===== src/rtl/snn_ctrl_pkg.sv =====
// Shared constants and state encoding for the SNN learning-control blocks.
// Defaults describe a 16-synapse post-neuron timer unit.
package snn_ctrl_pkg;

  localparam int DEF_N_SYN  = 16;
  localparam int DEF_SEL_W  = $clog2(DEF_N_SYN);
  localparam int DEF_SETTLE = 3;

  // Settle counter holds SETTLE-1, and SETTLE never exceeds 15.
  localparam int CNT_W = 4;

  typedef enum logic [1:0] {
    ST_IDLE   = 2'd0,
    ST_SETTLE = 2'd1,
    ST_WRITE  = 2'd2,
    ST_DONE   = 2'd3
  } sweep_state_t;

endpackage


===== src/rtl/next_set_bit_finder.sv =====
// Combinational search for the lowest set mask bit at or above a base index.
// When include_base is 0, the base bit itself is skipped.
module next_set_bit_finder
  import snn_ctrl_pkg::*;
#(
  parameter int N_SYN = DEF_N_SYN,
  parameter int SEL_W = DEF_SEL_W
) (
  input  logic [N_SYN-1:0] i_mask,
  input  logic [SEL_W-1:0] i_base,
  input  logic             i_include_base,
  output logic             o_found,
  output logic [SEL_W-1:0] o_index
);

  // Scan downward so the last hit written is the lowest qualifying index.
  always_comb begin
    o_found = 1'b0;
    o_index = '0;
    for (int k = N_SYN - 1; k >= 0; k--) begin
      if (i_mask[k] && ((k > int'(i_base)) || (i_include_base && (k == int'(i_base))))) begin
        o_found = 1'b1;
        o_index = SEL_W'(k);
      end
    end
  end

endmodule


===== src/rtl/stdp_sweep_sequencer.sv =====
// Walks select through every enabled synapse and holds each one for SETTLE cycles.
// It then strobes write for one cycle so the timer unit stores the updated weight.
module stdp_sweep_sequencer
  import snn_ctrl_pkg::*;
#(
  parameter int N_SYN  = DEF_N_SYN,
  parameter int SEL_W  = DEF_SEL_W,
  parameter int SETTLE = DEF_SETTLE
) (
  input  logic             i_clock,
  input  logic             i_reset,
  input  logic             i_start,
  input  logic             i_abort,
  input  logic [N_SYN-1:0] i_syn_mask,
  input  logic             i_learn_en,
  output logic [SEL_W-1:0] o_select,
  output logic             o_write,
  output logic             o_busy,
  output logic             o_done,
  output logic [SEL_W:0]   o_upd_count
);

  localparam int TALLY_W = SEL_W + 1;

  sweep_state_t       r_state;
  logic [N_SYN-1:0]   r_mask;
  logic [SEL_W-1:0]   r_select;
  logic [CNT_W-1:0]   r_cnt;
  logic [TALLY_W-1:0] r_tally;
  logic [TALLY_W-1:0] r_upd_count;

  sweep_state_t       w_state_next;
  logic [N_SYN-1:0]   w_mask_next;
  logic [SEL_W-1:0]   w_select_next;
  logic [CNT_W-1:0]   w_cnt_next;
  logic [TALLY_W-1:0] w_tally_next;
  logic [TALLY_W-1:0] w_upd_next;
  logic               w_write;
  logic               w_busy;
  logic               w_done;

  logic [N_SYN-1:0]   w_find_mask;
  logic [SEL_W-1:0]   w_find_base;
  logic               w_find_incl;
  logic               w_found;
  logic [SEL_W-1:0]   w_found_idx;

  // In IDLE, search the live input mask from bit 0; otherwise search the captured mask above select.
  assign w_find_mask = (r_state == ST_IDLE) ? i_syn_mask : r_mask;
  assign w_find_base = (r_state == ST_IDLE) ? '0 : r_select;
  assign w_find_incl = (r_state == ST_IDLE);

  next_set_bit_finder #(
    .N_SYN (N_SYN),
    .SEL_W (SEL_W)
  ) u_finder (
    .i_mask         (w_find_mask),
    .i_base         (w_find_base),
    .i_include_base (w_find_incl),
    .o_found        (w_found),
    .o_index        (w_found_idx)
  );

  always_ff @(posedge i_clock) begin
    if (!i_reset) begin
      r_state     <= ST_IDLE;
      r_mask      <= '0;
      r_select    <= '0;
      r_cnt       <= '0;
      r_tally     <= '0;
      r_upd_count <= '0;
    end else begin
      r_state     <= w_state_next;
      r_mask      <= w_mask_next;
      r_select    <= w_select_next;
      r_cnt       <= w_cnt_next;
      r_tally     <= w_tally_next;
      r_upd_count <= w_upd_next;
    end
  end

  always_comb begin
    w_state_next  = r_state;
    w_mask_next   = r_mask;
    w_select_next = r_select;
    w_cnt_next    = r_cnt;
    w_tally_next  = r_tally;
    w_upd_next    = r_upd_count;
    w_write       = 1'b0;
    w_busy        = 1'b0;
    w_done        = 1'b0;

    case (r_state)
      ST_IDLE: begin
        if (i_start && !i_abort) begin
          w_mask_next  = i_syn_mask;
          w_tally_next = '0;
          if (w_found) begin
            w_select_next = w_found_idx;
            w_cnt_next    = CNT_W'(SETTLE - 1);
            w_state_next  = ST_SETTLE;
          end else begin
            w_upd_next   = '0;
            w_state_next = ST_DONE;
          end
        end
      end

      ST_SETTLE: begin
        w_busy = 1'b1;
        if (i_abort) begin
          w_state_next = ST_IDLE;
        end else if (r_cnt == '0) begin
          w_state_next = ST_WRITE;
        end else begin
          w_cnt_next = r_cnt - CNT_W'(1);
        end
      end

      // The completion count is latched on the way into DONE so it is visible alongside done.
      ST_WRITE: begin
        w_busy = 1'b1;
        if (i_abort) begin
          w_state_next = ST_IDLE;
        end else begin
          w_write = i_learn_en;
          if (i_learn_en) begin
            w_tally_next = r_tally + TALLY_W'(1);
          end
          if (w_found) begin
            w_select_next = w_found_idx;
            w_cnt_next    = CNT_W'(SETTLE - 1);
            w_state_next  = ST_SETTLE;
          end else begin
            w_upd_next   = w_tally_next;
            w_state_next = ST_DONE;
          end
        end
      end

      ST_DONE: begin
        w_done       = 1'b1;
        w_state_next = ST_IDLE;
      end

      default: begin
        w_state_next = ST_IDLE;
      end
    endcase
  end

  assign o_select    = r_select;
  assign o_write     = w_write;
  assign o_busy      = w_busy;
  assign o_done      = w_done;
  assign o_upd_count = r_upd_count;

endmodule

===== config.mk =====
export PLATFORM = sky130hd
export DESIGN_NAME = stdp_sweep_sequencer
export DESIGN_NICKNAME = d
export VERILOG_FILES = /design/src/rtl/snn_ctrl_pkg.sv /design/src/rtl/next_set_bit_finder.sv /design/src/rtl/stdp_sweep_sequencer.sv
export SDC_FILE = /design/constraint.sdc
export NUM_CORES = 1
export LEC_CHECK = 0
export ABC_AREA = 1
export CAP_MARGIN = 20
export CORE_AREA = 2 2 90 49
export CTS_BUF_LIST = sky130_fd_sc_hd__clkbuf_16
export CTS_CLUSTER_DIAMETER = 80
export DETAILED_ROUTE_END_ITERATION = 7
export DIE_AREA = 0 0 92 51
export GPL_TIMING_DRIVEN = 0
export PLACE_DENSITY_LB_ADDON = 0.12
export RECOVER_POWER = 100
export SYNTH_ARGS = -nofsm -noshare
export SYNTH_HDL_FRONTEND = slang
export SYNTH_SLANG_ARGS = --single-unit

===== constraint.sdc =====
create_clock -name i_clock -period 3.35 [get_ports i_clock]
set_input_delay 0.8375 -clock i_clock [delete_from_list [all_inputs] [get_ports i_clock]]
set_output_delay 0.8375 -clock i_clock [all_outputs]
set_load 0.01 [all_outputs]

* Yosys cells after proc, flatten, opt, wreduce, memory -nomap -nowiden
Index checks and enable logic that the tools add are counted.
** Word-level totals
- Logic and storage cells :: 171
- Bits in registers :: 36
- Output and inout port bits :: 12
- Input port bits :: 21
** Cells by class
- Reduce and logical (&&, ||, !) cells :: 60
- Add/subtract/negate cells :: 2
- Mux-type cells :: 63
- Order comparisons :: 15
- Equal/unequal tests :: 25
** Operators by type and width (count)
- 2-to-1 mux 4 bit :: 25
- 2-to-1 mux 5 bit :: 7
- logical AND 1 bit :: 33
- == test 4 bit, first input constant :: 8
- > comparator 4 bit, first input constant :: 8
- 2-to-1 mux 1 bit :: 20
- one-hot mux 5 bit (2 select lines) :: 2
- == test 3 x 4 -> 1 bit, first input constant :: 4
- > comparator 3 x 4 -> 1 bit, first input constant :: 4
- 2-to-1 mux 16 bit :: 1
- logical OR 1 bit :: 15
- != test 2 bit, second input constant :: 6
- one-hot mux 4 bit (3 select lines) :: 1
- 2-to-1 mux 2 bit :: 5
- AND reduction 5 bit :: 2
- == test 2 x 4 -> 1 bit, first input constant :: 2
- > comparator 2 x 4 -> 1 bit, first input constant :: 2
- logical NOT 4 bit :: 2
- one-hot mux 2 bit (4 select lines) :: 1
- one-hot mux 4 bit (2 select lines) :: 1
- adder 5 x 1 -> 5 bit, second input constant :: 1
- == test 1 x 4 -> 1 bit, first input constant :: 1
- == test 2 bit, second input constant :: 2
- > comparator 1 x 4 -> 1 bit, first input constant :: 1
- other kinds (10) :: 11

* Depth between registers and ports, before layout
- Word-level depth :: 25
- Mapped depth :: 24
- Mapped depth without buffers :: 22

* Modules after synthesis
A second synthesis with hierarchy kept.
** Unflattened totals
- Cell total of the unflattened synthesis :: 366
- Area, all modules :: 2314.7 µm²
** By module, submodules not included
- stdp_sweep_sequencer :: cells an instance 289, area each 1930.6 µm², times used 1, sequential area each 720.7 µm²
- next_set_bit_finder :: cells an instance 77, area each 384.1 µm², times used 1, sequential area each 0.0 µm²

* Least setup slack after synthesis
No wires, ideal clock.
- Path type :: register -> register
- Start :: register r_state[0]
- End :: register r_cnt[2]
- Required time :: 3229 ps
- Buffers on the path :: 0
- Stages on the path, launching flop included :: 23
- Library setup time :: 121 ps
- Clock period less this slack :: 2175 ps
- Slack :: 1175 ps
- Arrival :: 2053 ps
- Path through :: dfxtp_1 inv_1 ha_1 inv_2 nand2_1 inv_2 nor2_4 inv_4 o31ai_2 nand3_1 nand2_1 nor2_4 nand2_4 nor2_4 nand2_2 nand2_2 inv_2 nand2_4 inv_2 nand2_1 nand2_1 nand2_1 nor2_1
** On the way
- Longest elaborated chain between the ends :: 25
- Elaborated cells on any way between the ends :: 109
- Classes of those cells :: 15 x order compare; 21 x eq/ne; 22 x mux; 51 x reduce/logical
** RTL lines
- from (decl) :: RTL line stdp_sweep_sequencer.sv:25 : sweep_state_t r_state;
- from (signal assigned) :: RTL line stdp_sweep_sequencer.sv:73 : r_state <= w_state_next;
- parallel branches: the longest is 25 deep, another holds > comparator 4 bit
- to (signal assigned) :: RTL line stdp_sweep_sequencer.sv:76 : r_cnt <= w_cnt_next;
- to (decl) :: RTL line stdp_sweep_sequencer.sv:28 : logic [CNT_W-1:0] r_cnt;
Parallel ways; which one is timed is not known. The select of a mux whose other input is x is not followed.
A chain may end at the register's enable or synchronous reset.

* Worst setup path in the final report
- Start :: input port i_abort
- End :: output port o_write
** On the way
- Longest elaborated chain between the ends :: 2
** RTL lines
- from (decl) :: RTL line stdp_sweep_sequencer.sv:13 : input logic i_abort,
- 2-to-1 mux 1 bit :: RTL line stdp_sweep_sequencer.sv:123 : if (i_abort) begin
- 2-to-1 mux 1 bit :: RTL line stdp_sweep_sequencer.sv:93 : case (r_state)
- to (decl) :: RTL line stdp_sweep_sequencer.sv:17 : output logic o_write,
Every way passes these cells.

==> metrics.log <==
[metrics] commonest non-fill, non-tap cells in the layout: nand2_1, o21ai_0, inv_1
[metrics] number of placed I/O pins: 33
[metrics] Final ANT Viol Nets: 0
[metrics] cell internal power dissipation: 1250 µW
[metrics] Arr. time, crit path: 2.31 ns
[metrics] total count of max-transition violations in the final report: 0
[metrics] antenna violations before repair: 0
[metrics] cts bufs inserted: 5
[metrics] FF+latch area: between 700 and 800 µm²
[metrics] Max Buffers Root-to-Sink: 2
[metrics] TritonRoute pass-1 iters: 5
[metrics] post-synth cell types: 33
[metrics] Worst Skew: 0.0105 ns
[metrics] Placeable Area: 4040 µm²
[metrics] multi-input combinational cell area: 1210 µm²
[metrics] PwrDens: between 800 and 900 nW/µm²
[metrics] Top FF cell, synth: dfxtp_1
[metrics] die span in y: 51 µm
[metrics] post-synthesis instance area: 2170 µm²
[metrics] most common cell after layout, fill and taps aside: nand2_1
[metrics] horizontal extent of the die: approximately 90 µm
[metrics] routed via count: between 2000 and 2500
[metrics] final setup fails: 0
[metrics] total global routing track utilization: between 20% and 30%
[metrics] CP endpoint kind: primary output
[metrics] synthesized netlist net count: roughly 350
[metrics] level count of the clock H-tree: 2
[metrics] top routing layer used: met4
[metrics] clk root buf: clkbuf_16
[metrics] last weighted congestion value of the routability-driven placer: between 0.8 and 0.9
[metrics] proportion of netlist area held by the largest area contributor: between 30 and 40%
[metrics] actual slew at the worst max-slew pin: between 0.5 and 0.6 ns
[metrics] fill cell instance count of the final layout: between 300 and 400
[metrics] maximum number of pins on one net before global-route repair: 14
[metrics] part of the total power dissipated in combinational logic: 55.0%
[metrics] via/cell ratio: about 5.3
[metrics] Final WS setup: about 0.21 ns
[metrics] reported net switching power: around 1100 µW
[metrics] run status: complete, no violations
[metrics] total congestion overflow after global routing: 0
[metrics] number of synthesized register bits: 35
[metrics] library cell occupying the most area in the post-synthesis netlist: dfxtp_1
[metrics] warning count from the yosys run: 0
[metrics] share of synthesized flip-flops with an asynchronous set or reset: 0%
[metrics] full die area: about 4700 µm²
[metrics] gate count of the mapped netlist: approximately 330
[metrics] minimum clock period: about 3.1 ns
[metrics] switching power as a share of total power: between 40 and 50%
[metrics] max-slew headroom at the worst pin: roughly three fifths
[metrics] total routed wirelength: approximately 5800 µm
[metrics] number of hold buffers added after CTS: 0
[metrics] class of the worst hold path: reg -> reg
[metrics] worst vdd rail ir drop: about 0.00040 V
[metrics] met3 routed wirelength: around 350 µm
[metrics] clk_lat worst skew: 0.29 ns
[metrics] RSZ-0062 raised after global routing: false
[metrics] starting utilization of the core area: between 50 and 60%
[metrics] synth top area cells: dfxtp_1, nand2_1, o21ai_0, a21oi_1, inv_1
[metrics] number of hold violations in the final report: 0
[metrics] final period utilization: 93.8%
[metrics] share of post-route cells with drive strength above 1: 10.7%
[metrics] CTS clock-pin slew for the worst setup and hold paths: 0.06 ns
[metrics] TritonCTS Sinks: 35
[metrics] average detailed-routed wire length per instance: roughly 14 µm
[metrics] Place WS: 0.334 ns
[metrics] maximum achievable frequency: between 300 and 400 MHz
[metrics] HPWL Detailed: 4400 µm
[metrics] number of global-route vias before repair: about 1900
[metrics] part of the total power dissipated in the clock network: roughly 20%
[metrics] required time at the endpoint of the critical path: approximately 2.5 ns
[metrics] detailed-route DRC error count: 0
[metrics] count of buffers added by post-CTS timing repair for setup: 0
[metrics] average cell area after synthesis: around 6.7 µm²
[metrics] number of diodes: 0
[metrics] met2 WL: roughly 2100 µm
[metrics] maximum net fanout on the critical path: 5
[metrics] std cell rows: 17
[metrics] critical path type: in -> out
[metrics] Leakage: ~0.0012 µW
[metrics] max capacitance violation total: 0
[metrics] sequential-to-total area share from yosys stat: 32.3%
[metrics] area delta synth->final: 23.8%
[metrics] initial detailed-routing violation count: about 180
[metrics] global-route wire length before repair: roughly 9300 µm
[metrics] nature of the critical path startpoint: input pin
[metrics] number of synthesized flops with an enable pin: 0
[metrics] Resized Gates After CTS: 0
[metrics] number of I/O port buffers: 31
[metrics] clock tree from TritonCTS: yes
[metrics] number of nets in the finished design: around 390
[metrics] WL met1: 3230 µm
[metrics] sequential share of power: between 20 and 30%
[metrics] Setup Total Neg Slack: 0 ns
## worst max-delay path, cell delays in order
cell and delay [ns]:
dlygate4sd3_1 0.57, inv_1 0.15, nand2_1 0.11, nor2_1 0.10, clkdlybuf4s50_1 0.54
## cell type report
type	instances	area share, %
plain buffers	10	1.91
inverters	51	7.27
multi-input cells	229	45.0
flip-flops and latches	35	26.1
well taps	57	2.66
repair buffers	31	11.6
clock inverters	3	0.885
clock buffers	5	4.66
## final timing paths
path | from | to | slack [ns] | cells past startpoint
setup / recovery | i_abort | o_write | 0.21 | 5
hold / removal | r_mask[13] | r_mask[13] | 0.45 | 2
setup reg to reg | r_state[1] | r_cnt[2] | 0.42 | 20
hold reg to reg | r_mask[13] | r_mask[13] | 0.45 | 2
## metal layers
layer | global-route usage, % | vias to the layer above
met4 | 8.21 | 0
li1 | - | 1150
met5 | 0 | -
met1 | 40.6 | 997
met3 | 4.72 | 6
met2 | 35.0 | 64
## per-stage QoR
stage	util (%)	power, µW	instance area, µm²	std cells	hold WS, ns
6_report	66.4	2380	2690	421	0.448
5_1_grt	66.4	2570	2690	421	0.469
4_1_cts	66.8	2390	2700	421	0.449
3_5_place_dp	63.1	1900	2550	413	0.441
3_3_place_gp	63.1	1870	2550	413	0.438
2_1_floorplan	-	1570	2170	325	0.424
## flip-flops by register name, indices dropped and copies added (netlist names)
register / count
o_select: 4
r_cnt: 4
r_tally: 5
r_mask: 15
o_upd_count: 5
r_state: 2
## power by group through the flow
stage	Combinational [µW]	Sequential (µW)	Clock (µW)
2_1_floorplan	981	587	0
3_3_place_gp	1270	598	0
3_5_place_dp	1300	600	0
4_1_cts	1320	592	480
5_1_grt	1470	603	501
6_report	1310	593	477
## cells by family after synthesis
family          after synthesis  synth area share, %
flops                        35                 32.3
buf+inv                      61                 11.4
compound gates               96                 25.0
fa+ha+maj                     8                 4.61
simple gates                125                 26.8
## synth_stat cells (all sizes together) (3+ instances only)
cell / n
nand2: 72
inv: 49
o21ai: 48
dfxtp: 35
nor2: 32
a21oi: 31
nand3: 15
ha: 8
clkbuf: 6
a211oi: 5
buf: 4
o211ai: 4
nand4: 3
nor3: 3
o31ai: 3
No activity file was read; power rests on OpenSTA's default activity.
